File: src/rtl/microcode_sequencer.sv
// Microcode sequencer: accepts one decoded instruction at a time, fetches its
// control word from the microcode ROM, holds it through execution and retires or traps.
module microcode_sequencer (
  input  logic        clk_i,
  input  logic        rst_i,
  input  logic        instr_valid_i,
  output logic        instr_ready_o,
  input  logic [5:0]  microcode_addr_i,
  input  logic        invalid_instruction_i,
  output logic        rom_en_o,
  output logic [5:0]  rom_addr_o,
  input  logic [18:0] rom_data_i,
  input  logic        mem_busy_i,
  output logic [18:0] control_field_o,
  output logic        control_valid_o,
  output logic        retire_o,
  output logic        trap_o,
  output logic        trap_cause_o,
  output logic [31:0] instret_o,
  output logic [1:0]  dbg_state_o
);

  localparam logic [5:0] SYSTEM_ADDR = 6'd38;

  typedef enum logic [1:0] {
    S_IDLE  = 2'd0,
    S_FETCH = 2'd1,
    S_EXEC  = 2'd2,
    S_TRAP  = 2'd3
  } state_t;

  state_t      state_q;
  state_t      state_d;
  logic [18:0] control_field_q;
  logic [5:0]  rom_addr_q;
  logic        trap_cause_q;
  logic        retire_q;
  logic [31:0] instret_q;

  logic        handshake;
  logic        addr_illegal;
  logic        is_system;
  logic        mem_op;
  logic        exec_done;

  // Handshake: an instruction transfers on any cycle where instr_valid_i and
  // instr_ready_o are both 1. Ready is high only in IDLE (and never in reset),
  // so valid seen in any other state is dropped, not queued.
  assign handshake    = instr_valid_i & instr_ready_o;
  assign addr_illegal = invalid_instruction_i | (microcode_addr_i > SYSTEM_ADDR);
  assign is_system    = (microcode_addr_i == SYSTEM_ADDR);

  // Stores (bit 12) and load writebacks ([11:10] = 01) wait on the load-store unit.
  assign mem_op    = control_field_q[12] | (control_field_q[11:10] == 2'b01);
  assign exec_done = (state_q == S_EXEC) & ~(mem_op & mem_busy_i);

  // State register
  always_ff @(posedge clk_i or posedge rst_i) begin
    if (rst_i) begin
      state_q <= S_IDLE;
    end else begin
      state_q <= state_d;
    end
  end

  // Next-state logic
  always_comb begin
    state_d = state_q;
    case (state_q)
      S_IDLE: begin
        if (handshake) begin
          if (addr_illegal || is_system) begin
            state_d = S_TRAP;
          end else begin
            state_d = S_FETCH;
          end
        end
      end
      S_FETCH: state_d = S_EXEC;
      S_EXEC: begin
        if (exec_done) begin
          state_d = S_IDLE;
        end
      end
      S_TRAP:  state_d = S_IDLE;
      default: state_d = S_IDLE;
    endcase
  end

  // Output logic
  always_comb begin
    instr_ready_o   = (state_q == S_IDLE) & ~rst_i;
    rom_en_o        = 1'b0;
    rom_addr_o      = rom_addr_q;
    control_valid_o = (state_q == S_EXEC);
    trap_o          = (state_q == S_TRAP);
    trap_cause_o    = (state_q == S_TRAP) & trap_cause_q;
    if (handshake && !addr_illegal && !is_system) begin
      rom_en_o   = 1'b1;
      rom_addr_o = microcode_addr_i;
    end
  end

  // Datapath registers: ROM address hold, control word, trap cause, retire counter
  always_ff @(posedge clk_i or posedge rst_i) begin
    if (rst_i) begin
      rom_addr_q      <= 6'd0;
      control_field_q <= 19'd0;
      trap_cause_q    <= 1'b0;
      retire_q        <= 1'b0;
      instret_q       <= 32'd0;
    end else begin
      retire_q <= 1'b0;
      if (rom_en_o) begin
        rom_addr_q <= microcode_addr_i;
      end
      if (handshake && (addr_illegal || is_system)) begin
        trap_cause_q <= ~addr_illegal;
      end
      if (state_q == S_FETCH) begin
        control_field_q <= rom_data_i;
      end else if (exec_done) begin
        control_field_q <= 19'd0;
        retire_q        <= 1'b1;
        instret_q       <= instret_q + 32'd1;
      end
    end
  end

  assign control_field_o = control_field_q;
  assign retire_o        = retire_q;
  assign instret_o       = instret_q;
  assign dbg_state_o     = state_q;

endmodule

File: config.mk
export PLATFORM = sky130hd
export DESIGN_NAME = microcode_sequencer
export DESIGN_NICKNAME = d
export VERILOG_FILES = /design/src/rtl/microcode_sequencer.sv
export SDC_FILE = /design/constraint.sdc
export NUM_CORES = 1
export LEC_CHECK = 0
export ABC_AREA = 1
export CAP_MARGIN = 20
export CORE_MARGIN = 4
export CORE_UTILIZATION = 45
export CTS_CLUSTER_SIZE = 30
export DETAILED_ROUTE_END_ITERATION = 12
export PLACE_DENSITY = 0.77
export SLEW_MARGIN = 15
export SYNTH_ARGS = -nofsm -noshare
export SYNTH_HDL_FRONTEND = slang
export SYNTH_SLANG_ARGS = --single-unit
File: constraint.sdc
create_clock -name clk_i -period 2.2 [get_ports clk_i]
set_input_delay 0.44 -clock clk_i [delete_from_list [all_inputs] [get_ports clk_i]]
set_output_delay 0.44 -clock clk_i [all_outputs]
set_load 0.02 [all_outputs]
Yosys cells after proc, flatten, opt, wreduce, memory -nomap -nowiden:

Cells that the tools add are included.

* logic and storage cells: 46
* output and inout bits: 65
* bits in registers: 61
* input bits: 30

* mux-type cells: 10
* $lt $le $gt $ge: 1
* bitwise operators: 11
* reductions and logical operators: 10
* eq/ne operators: 7
* $add $sub $neg: 1

Operators by type and width (count)
* 19-bit two-way mux: 2
* 32-bit by 1-bit adder with 32-bit output, second input constant: 1
* 2-bit case mux with 4 select lines: 1
* 6-bit == test, second input constant: 1
* 6-bit > comparator, second input constant: 1
* 2-bit two-way mux: 3
* 6-bit two-way mux: 1
* 1-bit AND: 5
* 2-bit by 1-bit == test with 1-bit output, second input constant: 2
* 2-bit == test, second input constant: 2
* 1-bit NOT: 4
* 2-bit AND reduction: 2
* 1-bit logical AND: 3
* 1-bit two-way mux: 3
* 1-bit zero test: 2
* 2-bit zero test: 1
* 2-bit by 1-bit inequality test with 1-bit output, second input constant: 1
* 2-bit inequality test, second input constant: 1
* 1-bit OR: 2
* 2-bit nonzero test: 1
* 1-bit logical OR: 1

Logic depth before layout (Yosys ltp):

* depth after elaboration: 7
* gate-level depth with buffers: 10
* gate-level depth less buffers: 10

Worst setup path before layout:

OpenSTA, ideal clock, no wires.

* path kind: flip-flop to output port
* start point: register state_q[0] (netlist: dbg_state_o[0])
* end point: output port rom_addr_o[0]
* arrival: 1649 ps
* required time: 1760 ps
* setup slack: 111 ps
* buffers on the path: 0
* cell stages (with the launch flop): 6
* path through: dfrtp_1 -> nor3_2 -> nand2_2 -> nor2_4 -> nand2_1 -> nand2_1

* word-level cells in the longest chain between the ends: 6

RTL lines
* start: declaration: line 32 `state_t state_q;`
* start signal: assignment: line 62 `state_q <= state_d;`
* 2-bit zero test: line 92 `instr_ready_o = (state_q == S_IDLE) & ~rst_i;`
* 1-bit AND: line 92
* named net instr_ready_o: line 7 `output logic instr_ready_o,`
* 1-bit AND: line 49 `assign handshake = instr_valid_i & instr_ready_o;`
* 1-bit logical AND (2 in a row): line 98 `if (handshake && !addr_illegal && !is_system) begin`
* 6-bit two-way mux: line 98
* end: declaration: line 11 `output logic [5:0] rom_addr_o,`

The timed path passes the listed nets, and every way through them passes these cells.

Final worst setup path:

* start point: register state_q[0] (netlist: dbg_state_o[0])
* end point: output port rom_addr_o[1]

* word-level cells in the longest chain between the ends: 6

RTL lines (line)
* 2-bit zero test: 92
* 1-bit AND: 92
* 1-bit AND: 49
* 1-bit logical AND (2 in a row): 98
* 6-bit two-way mux: 98

No other way between the ends.

==> run_results.csv <==
group,metric,value,unit
floorplanning,start_util,0.467,
setup_path,path_max_fanout,7,
finish,final_nets,567,
power_and_ir_drop,max-vdd-ir-drop,0.000572,V
grt,top_usage_layer,"met2",
setup_path,r2r-start,"dbg_state_o[1]$_DFFE_PP0P_",
grt,grt_pass1_vias,3174,
setup_path,critPathRequiredTime,1.76,ns
synth,synth-seq-cells,61,
clocking,cts-root-buf,"clkbuf_8",
setup_path,reg2reg_slack,0.52,ns
timing,relSlewSlack,0.591,
drt,postRouteAntennaNets,0,
drt,drtIter0Drc,172,
grt,grt_antenna_before_repair,0,
place,gp_congestion,0.904,
grt,grt_start_max_net_pins,62,
synth,yosysTopAreaCell,"dfrtp_1",
clocking,clock-sinks,61,
timing,rsz0062_at_grt,"yes",
place,io_buffers,94,
setup_path,critPathKind,"register to output port",
outcome,status,"completed",
floorplanning,core,6830,µm²
drt,vias,3108,
clocking,htreeDepth,3,
synth,yosysTopAreaCellShare,0.478,
drt,drc,0,
power_and_ir_drop,clockPowerShare,0.257,
place,placed_cells,618,
synth,ys_types,25,
power_and_ir_drop,power.density,846,nW/µm²
setup_path,r2r_cells,6,
grt,grtUsageMet3,0.0779,
synth,syn_nets,452,
power_and_ir_drop,combPwrFrac,0.364,
power_and_ir_drop,leakagePower,2.17,nW
floorplanning,die_w,92.2,µm
grt,use_met1,0.267,
timing,finClkSkew,0.0101,ns
finish,layout.cells.non_filler,637,
timing,setup_viol,0,
place,dp_hpwl,6.14,mm
clocking,numCtsBuffers,9,
clocking,cts_tree,"done",
job,cap_violations,0,
timing,period_minus_slack,2.14,ns
grt,grt_first_pass_wirelength,14.6,mm
synth,synth.cell_area,3190,µm²
grt,met2_usage,0.345,
drt,routedWlPerCell,13.4,µm
floorplanning,die_area,8510,µm²
synth,synthTopCellsByArea,"dfrtp_1 (48%), nand2_1 (19%), nand3_1 (8.5%)",
grt,grtUsageTotal,0.215,
setup_path,cp-end-kind,"output port",
setup_path,critPathArrivalTime,1.70,ns
clocking,cts.hold.buffers_added,0,
timing,hold_viol,0,
min_path,hp-class,"input port to asynchronous set/reset pin",
drt,first_pass_iters,4,
synth,yosysSeqAreaShare,0.478,
floorplanning,std_cell_rows,30,
clocking,clkSlewWorstSetupHoldPaths,0.07,ns
drt,viasPerCell,4.88,
synth,avgSynthCellArea,7.58,µm²
finish,area_delta_synth_final,44.7,%
synth,ys_warn_count,0,
clocking,cts_buffer_depth,2,
timing,fmax,468,MHz
drt,totalWireLength,8.53,mm
clocking,clock_latency,0.34,ns
finish,utilization,0.677,
timing,tightestPinTransition,0.612,ns
setup_path,worstSetupStartpointType,"register",
setup_path,reg2reg_to,"control_field_o[11]$_DFFE_PP0P_",
power_and_ir_drop,switching_share,0.353,
floorplanning,boundaryPins,95,
synth,syn_inst,421,
grt,overflow,0,
finish,antenna_cells,0,
floorplanning,die_y,92.2,µm
power_and_ir_drop,p_int,0.00253,W
timing,fin_crit_sh,0.972,
power_and_ir_drop,switchingPower,0.00138,W
timing,slew_viol_final,0,
power_and_ir_drop,pwr-share-seq,0.378,
finish,drive_gt1_frac,0.144,
## power groups by stage
stage,clock network [W],logic [W],registers [W]
4_1_cts,0.00103,0.00137,0.00147
3_3_place_gp,0,0.00136,0.00149
5_1_grt,0.00108,0.00154,0.00151
2_1_floorplan,0,0.000499,0.00169
6_report,0.00101,0.00142,0.00148
3_5_place_dp,0,0.00138,0.00148
## synthesized netlist by cell type
library cell	count
o21ai_1	2
nand3_2	1
nor3_2	3
nor3_1	1
nor2_2	4
buf_2	4
inv_1	29
nor2_1	47
inv_2	5
nand3_1	54
nor2_4	5
buf_1	1
xnor2_1	6
nand2_4	1
o21ai_0	7
nand4_1	6
ha_1	1
nand2_2	3
xor2_1	12
buf_6	3
dfrtp_1	61
clkbuf_1	3
nand2_1	159
nand3b_1	1
a21oi_1	2
## layout by cell type (no fill, tap or decap)
cell type / count
nor2_4: 5
nor2_2: 4
buf_2: 1
nor3_1: 1
buf_4: 17
buf_12: 1
nor2_1: 47
nor3_2: 3
clkbuf_8: 10
dfrtp_1: 61
nand3_1: 53
o21ai_2: 5
ha_1: 1
clkdlybuf4s50_1: 78
nand3_2: 1
o21ai_1: 2
nand3_4: 1
inv_2: 6
clkinvlp_4: 2
nand3b_1: 1
xnor2_1: 6
a21oi_1: 2
nand2_1: 151
nand4_1: 6
inv_1: 28
dlygate4sd2_1: 4
dlymetal6s2s_1: 5
bufinv_16: 1
buf_6: 9
o21ai_0: 2
clkbuf_1: 3
xor2_1: 12
nand2_2: 11
nand2_4: 1
## worst max-delay path, cell delays in order, from the launching register on
cell,delay (ns)
dfrtp_1,0.40
nor3_2,0.24
nand2_2,0.16
nor2_4,0.23
nand2_1,0.10
nand2_2,0.10
buf_6,0.12
## registers in the layout, summed over array words and instances (netlist names)
signal	cells
trap_cause_q	1
rom_addr_q	6
control_field_o	19
dbg_state_o	2
retire_o	1
instret_o	32
## metal layers
layer,part of all wire,vias up
met5,0,-
met4,0.0084,0
met3,0.098,8
met2,0.48,97
met1,0.42,1453
li1,-,1550
## repair_timing
item,CTS,global route
buffers inserted,1,2
pin swaps,5,8
resized for setup,43,29
endpoints found under the setup margin,11,9
## cell families (layout without fill, tap and decap cells)
kind of cell,count (synthesis),count (layout),synth area share
adder cells (fa/ha/maj),1,1,0.00392
XOR/XNOR,18,18,0.0494
AND/OR/NAND/NOR,285,285,0.390
flip-flops,61,61,0.478
AO/OA/AOI/OAI,11,11,0.0172
buffers and inverters,45,165,0.0615
## per-stage QoR
stage	area (µm²)	hold WS (ns)	setup TNS, ns	setup WS (ns)	total power, W
floorplan	3190	0.477	0	0.111	0.00219
global placement	4330	0.477	-3.12	-0.474	0.00285
detailed placement	4330	0.479	-3.64	-0.552	0.00287
CTS	4530	0.492	0	0.00137	0.00387
global route	4620	0.365	-0.147	-0.0339	0.00413
finish	4620	0.322	0	0.0617	0.00391
## final cells by class
class / count / area (µm²)
clock inverters: 3 / 45.0
inverters: 34 / 128
flip-flops and latches: 61 / 1530
multi-input cells: 315 / 1520
repair buffers: 115 / 1130
well taps: 96 / 120
fillers: 597 / 2210
clock buffers: 13 / 149
## worst max path at each step
stage,end,from
final,rom_addr_o[1],dbg_state_o[0]$_DFFE_PP0P_
after global placement,rom_addr_o[0],microcode_addr_i[2]
after CTS,control_valid_o,dbg_state_o[0]$_DFFE_PP0P_
after global routing,rom_addr_o[4],dbg_state_o[0]$_DFFE_PP0P_
after detailed placement,rom_addr_o[1],microcode_addr_i[3]
after floorplan,rom_addr_o[0],dbg_state_o[0]$_DFFE_PP0P_
Power figures use the tool's default switching activity.
